<file path="config.mk">
export PLATFORM = sky130hd
export DESIGN_NAME = aes_byte_loader
export DESIGN_NICKNAME = d
export VERILOG_FILES = /design/src/rtl/aes_pkg.sv /design/src/rtl/aes_byte_shifter.sv /design/src/rtl/aes_byte_loader.sv
export SDC_FILE = /design/constraint.sdc
export NUM_CORES = 1
export LEC_CHECK = 0
export ABC_AREA = 1
export BUFFER_PORTS_ARGS = -buffer_cell sky130_fd_sc_hd__buf_4
export CAP_MARGIN = 20
export CELL_PAD_IN_SITES_DETAIL_PLACEMENT = 2
export CELL_PAD_IN_SITES_GLOBAL_PLACEMENT = 2
export CORE_ASPECT_RATIO = 1.2
export CORE_MARGIN = 3
export CORE_UTILIZATION = 30
export CTS_BUF_LIST = sky130_fd_sc_hd__clkbuf_4 sky130_fd_sc_hd__clkbuf_8
export CTS_CLUSTER_DIAMETER = 200
export CTS_CLUSTER_SIZE = 30
export DETAILED_ROUTE_END_ITERATION = 6
export GPL_TIMING_DRIVEN = 0
export PLACE_DENSITY_LB_ADDON = 0.05
export SKIP_LAST_GASP = 1
export SLEW_MARGIN = 30
export SYNTH_ARGS = -nofsm -noshare
export SYNTH_HDL_FRONTEND = slang
export SYNTH_SLANG_ARGS = --single-unit
</file>
<file path="constraint.sdc">
create_clock -name clk -period 2.1 [get_ports clk]
set_input_delay 0.42 -clock clk [delete_from_list [all_inputs] [get_ports clk]]
set_output_delay 0.42 -clock clk [all_outputs]
set_load 0.005 [all_outputs]
</file>
<file path="src/rtl/aes_pkg.sv">
// Shared definitions for the AES byte loader slice.
//   AES_BLOCK_BYTES : bytes in one AES plaintext block
//   state_t         : loader FSM encoding (COLLECT / HOLD)
//   keybytes(n)     : key length in bytes for an n-bit key
package aes_pkg;

   localparam int AES_BLOCK_BYTES = 16;

   typedef enum logic {
      COLLECT = 1'b0,
      HOLD    = 1'b1
   } state_t;

   function automatic int keybytes(input int n);
      return n / 8;
   endfunction

endpackage

</file>
<file path="src/rtl/aes_byte_shifter.sv">
// MSB-first byte shift register used as a staging buffer.
//   clk, rst_n : clock, asynchronous active-low reset
//   i_clr      : discard current contents
//   i_load     : shift i_byte in at the LSB end (older bytes move toward MSB)
//   i_byte     : incoming byte
//   o_q        : staged contents
// Clear and load in the same cycle leaves only the new byte, so an
// interrupting byte can start a fresh group without a bubble.
module aes_byte_shifter #(
   parameter int W = 128
) (
   input  logic         clk,
   input  logic         rst_n,
   input  logic         i_clr,
   input  logic         i_load,
   input  logic [7:0]   i_byte,
   output logic [W-1:0] o_q
);

   logic [W-1:0] r_q;
   logic [W-1:0] w_base;

   assign w_base = i_clr ? '0 : r_q;
   assign o_q    = r_q;

   always_ff @(posedge clk or negedge rst_n) begin
      if (!rst_n) begin
         r_q <= '0;
      end else if (i_load) begin
         r_q <= {w_base[W-9:0], i_byte};
      end else if (i_clr) begin
         r_q <= '0;
      end
   end

endmodule

</file>
<file path="src/rtl/aes_byte_loader.sv">
// Byte-serial feeder for a combinational AES encryption core.
// Collects plaintext and key bytes from a valid/ready byte stream, keeps
// the last complete key, and presents each complete block with that key
// behind a valid/ready handshake.
//   clk, rst_n        : clock, asynchronous active-low reset
//   s_data/s_is_key   : incoming byte and its group (1 = key, 0 = plaintext)
//   s_valid/s_ready   : byte stream handshake
//   m_block/m_key     : block and retained key to the core
//   m_valid/m_ready   : core-side handshake
//   key_loaded        : a complete key is held
//   err               : one-cycle pulse on a broken group or a block with no key
module aes_byte_loader
   import aes_pkg::*;
#(
   parameter int N = 128
) (
   input  logic         clk,
   input  logic         rst_n,
   input  logic [7:0]   s_data,
   input  logic         s_is_key,
   input  logic         s_valid,
   output logic         s_ready,
   output logic [127:0] m_block,
   output logic [N-1:0] m_key,
   output logic         m_valid,
   input  logic         m_ready,
   output logic         key_loaded,
   output logic         err
);

   localparam int KB = keybytes(N);
   localparam int CW = $clog2(KB);

   state_t          r_state;
   logic [CW-1:0]   r_cnt;
   logic            r_is_key;

   logic            w_accept;
   logic            w_switch;
   logic [CW-1:0]   w_pos;
   logic            w_last;
   logic [127:0]    w_blk_q;
   logic [N-1:0]    w_key_q;

   assign w_accept = s_valid & s_ready;
   // A group type change mid-group restarts counting at the offending byte.
   assign w_switch = (r_cnt != '0) && (s_is_key != r_is_key);
   assign w_pos    = w_switch ? '0 : r_cnt;
   assign w_last   = s_is_key ? (w_pos == CW'(KB - 1))
                              : (w_pos == CW'(AES_BLOCK_BYTES - 1));

   aes_byte_shifter #(.W(128)) u_blk_shift (
      .clk    (clk),
      .rst_n  (rst_n),
      .i_clr  (w_accept & w_switch),
      .i_load (w_accept & ~s_is_key),
      .i_byte (s_data),
      .o_q    (w_blk_q)
   );

   aes_byte_shifter #(.W(N)) u_key_shift (
      .clk    (clk),
      .rst_n  (rst_n),
      .i_clr  (w_accept & w_switch),
      .i_load (w_accept & s_is_key),
      .i_byte (s_data),
      .o_q    (w_key_q)
   );

   always_ff @(posedge clk or negedge rst_n) begin
      if (!rst_n) begin
         r_state    <= COLLECT;
         r_cnt      <= '0;
         r_is_key   <= 1'b0;
         s_ready    <= 1'b0;
         m_valid    <= 1'b0;
         m_block    <= '0;
         m_key      <= '0;
         key_loaded <= 1'b0;
         err        <= 1'b0;
      end else begin
         err <= 1'b0;
         case (r_state)
            COLLECT: begin
               s_ready <= 1'b1;
               m_valid <= 1'b0;
               if (w_accept) begin
                  r_is_key <= s_is_key;
                  r_cnt    <= w_last ? '0 : w_pos + CW'(1);
                  if (w_switch) err <= 1'b1;
                  if (w_last) begin
                     // Final byte is taken straight from the stream so the
                     // outputs update on the same edge as the staging register.
                     if (s_is_key) begin
                        m_key      <= {w_key_q[N-9:0], s_data};
                        key_loaded <= 1'b1;
                     end else if (key_loaded) begin
                        m_block <= {w_blk_q[119:0], s_data};
                        r_state <= HOLD;
                        m_valid <= 1'b1;
                        s_ready <= 1'b0;
                     end else begin
                        err <= 1'b1;
                     end
                  end
               end
            end
            HOLD: begin
               if (m_ready) begin
                  r_state <= COLLECT;
                  m_valid <= 1'b0;
                  s_ready <= 1'b1;
               end
            end
            default: r_state <= COLLECT;
         endcase
      end
   end

endmodule

</file>
==> flow_summary.yaml <==
clock_tree:
  clk_latency_ns: 0.68
  clk_transition_reported_paths_ns: 0.20
  tritoncts_num_sinks: 506
  clk_path_buf_depth: 3
  clock_tree.htree_level_count: 1
  clock_tree_from_tritoncts: "built"
  clk_root_buffer_cell: "clkbuf_8"
  numCtsBuffers: 20
cells_and_area:
  fin_nets: 2575
  area.sequential_um2: 12700
  multi_input_area_um2: 6500
  final_layout_size_suffix_gt1_frac: 0.250
  fillerInstances: 7224
  syn_to_final_growth_pct: 27.6
  finalCoreUtilization: 0.390
critical_path:
  endpoint_of_the_most_critical_register_to_register_path: "m_key[12]$_DFFE_PN0P_"
  critPathKind: "register to register"
  critPathLaunch: "r_cnt[2]$_DFFE_PN0P_"
  arrival_ns: 2.74
  worst_ep_required_time_ns: 2.67
  timing.critical_path.fanout_max: 7
  cp-end-kind: "register"
  setup.reg_to_reg.worst_slack_ns: -0.07
  timing.critical_path.to: "m_key[12]$_DFFE_PN0P_"
  reg2reg_depth: 16
  r2r-start: "r_cnt[2]$_DFFE_PN0P_"
  startpoint_type: "register"
sta:
  layout_min_cycle_time_ns: 2.17
  worst_slew_margin_rel: 0.627
  timing.final.setup_violations: 112
  whs_ns: 0.131
  final_hold_viol_count: 0
  finalClockSkew_ns: 0.0432
  achievable-frequency_ghz: 0.460
  postLayoutSetupSlackWorst_ns: -0.0723
  grt_setup_unrepaired: "true"
  worst_pin_slew_ns: 0.560
  finalCritPeriodShare: 1.03
  finalMaxSlewViolations: 0
placement:
  dp_hpwl_um: 52200
  gp_routability_congestion: 0.787
  port_buffers: 272
power_and_ir_drop:
  seq_power_share: 0.639
  finalPower_uw: 16100
  total_switching_power_uw: 4560
  power.share.switching: 0.283
  clockPowerShare: 0.254
  leakagePower_uw: 0.0129
  power.share.combinational: 0.107
  internal_power_of_the_cells_uw: 11600
  power_per_cell_area_nw_per_um2: 635
  power.ir.vdd_worst_v: 0.000402
floorplanning:
  dieWidth_um: 241
  die_y_um: 288
  core_area_um2: 65100
  rows: 102
  floorplan.initialDensity: 0.306
  floorplan.io_pins: 273
  design.die.area_um2: 69500
outcome:
  outcome: "finished with violations"
  failed_checks: "negative setup slack"
synthesis:
  synth.ff_latch_count: 506
  synthesis.nets: 2235
  yosys.cell_types.count: 21
  syn_inst: 2221
  synth_sequential_area_ratio: 0.636
  synthesized_area_divided_by_synthesized_cell_count_um2: 8.96
  yosys_warnings: 0
  post_synthesis_cell_area_um2: 19900
routing:
  wl_per_cell_um: 21.1
  antenna_left: 0
  detailroute.via_count: 16000
  drt-total-wl_um: 71800
  drcViolationCount: 0
  vias_per_cell: 4.72
  detailedRoute.firstIterationViolations: 658
  drt_pre_antenna_iters: 4
run:
  drv_cap: 0
grt:
  antenna_found_initial: 2
  groute.layer.met2.usage: 0.376
  global_route.overflow_total: 0
  groute.layer.met1.usage: 0.242
  met3_usage: 0.0362
  busiest_layer: "met2"
  grt_first_pass_wirelength_um: 108000
  grtUsageTotal: 0.201
  grt_pass1_vias: 17900
  grt_start_max_net_pins: 85
hold_path:
  worstHoldPathType: "input pin to register"
==> cells by family after synthesis <==
kind of cell,Yosys count,share of synthesized area
AOI/OAI and AO/OA,366,0.0921
xor gates and xnor gates,1,0.000440
adders and majority gates,1,0.000629
buffers and inverters,361,0.0760
DFF,506,0.636
and+or+nand+nor,986,0.195
==> worst min-delay path by stage <==
stage / to / cells after the start / slack [ns] / start
after floorplan: err$_DFF_PN0_ / 0 / 0.12 / rst_n
after global placement: m_key[95]$_DFFE_PN0P_ / 2 / 0.46 / m_key[95]$_DFFE_PN0P_
after detailed placement: m_key[60]$_DFFE_PN0P_ / 1 / 0.41 / rst_n
after CTS: m_valid$_DFFE_PN0P_ / 3 / 0.07 / m_ready
after global routing: s_ready$_DFFE_PN0P_ / 3 / 0.09 / m_ready
final: r_state$_DFF_PN0_ / 3 / 0.13 / m_ready
==> metrics by stage <==
step                setup TNS, ns  area [µm²]  std cells  worst slack (ns)
global route               -22.93       25400       3395            -0.221
CTS                         -9.72       23900       3369           -0.0931
finish                      -3.78       25400       3395           -0.0723
detailed placement        -210.65       23200       3331            -0.718
global placement         -2757.32       23000       3325             -5.14
floorplan                       0       19900       2221             0.121
==> repair_timing <==
| action | CTS | global route |
|---|---|---|
| cloned | 0 | 16 |
| setup endpoints to repair | 499 | 387 |
| resized for setup | 85 | 457 |
| hold endpoints to repair | 66 | 0 |
| hold buffers | 9 | 0 |
| pin swaps | 5 | 26 |
| setup buffers | 8 | 8 |
==> state kept, by name, indices dropped and copies added (netlist names) <==
name / count
r_state: 1
r_is_key: 1
m_valid: 1
s_ready: 1
m_block: 128
u_blk_shift.o_q: 120
u_key_shift.o_q: 120
r_cnt: 4
m_key: 128
err: 1
key_loaded: 1
==> power groups by stage <==
stage          combinational (µW)  clock [µW]  sequential [µW]
2_1_floorplan                 803           0            10400
6_report                     1730        4100            10300
3_3_place_gp                 1500           0            10500
4_1_cts                      1700        4360            10300
5_1_grt                      1960        4660            10300
3_5_place_dp                 1580           0            10500
==> layout by cell type (no fill, tap or decap), types with 12 or more instances in the layout <==
cell type,instances
nand2_1,716
dfrtp_1,505
buf_4,299
inv_1,218
o21ai_1,189
o21ai_0,150
nand3_1,106
nand2_2,97
nand2_4,51
buf_2,33
o21ai_2,25
buf_6,23
clkbuf_8,21
clkbuf_1,17
clkbuf_2,16
clkbuf_16,16
buf_8,13
buf_12,12
==> synthesized netlist by cell type, drive strengths merged <==
master | number | share of area
clkbuf | 45 | 0.0085
xor2 | 1 | 0.00044
buf | 93 | 0.025
nor2 | 10 | 0.0025
or2 | 2 | 0.00063
inv | 223 | 0.042
nand4 | 3 | 0.0013
nand3 | 107 | 0.027
ha | 1 | 0.00063
a21oi | 2 | 0.00050
o21ai | 364 | 0.092
dfrtp | 506 | 0.64
nand2 | 864 | 0.16
==> worst max-delay path: stages, from the launching register on <==
cell and delay, ns:
dfrtp_2 0.46, nor2_2 0.10, nand2_1 0.09, nand2_4 0.09
inv_4 0.05, nor2_4 0.11, ha_4 0.16, nand2_4 0.05
inv_4 0.07, nand3_4 0.09, nor2_4 0.11, buf_12 0.16
inv_16 0.06, clkbuf_16 0.18, clkbuf_16 0.17, nand2_2 0.05
nand2_1 0.05
==> routing by layer <==
layer	part of all wire	wire (µm)
met5	0.00043	31
met4	0.018	1290
met3	0.043	3110
met2	0.54	38600
met1	0.40	28700
==> layout make-up <==
type,instances,area share
timing repair buffer,319,0.113
inverter,223,0.0338
clock inverter,1,0.00118
sequential,506,0.499
multi-input combinational,1354,0.256
antenna,2,0.000197
buffer,137,0.0449
clock buffer,21,0.0114
tap,832,0.0410
(Power assumes the default switching activity.)
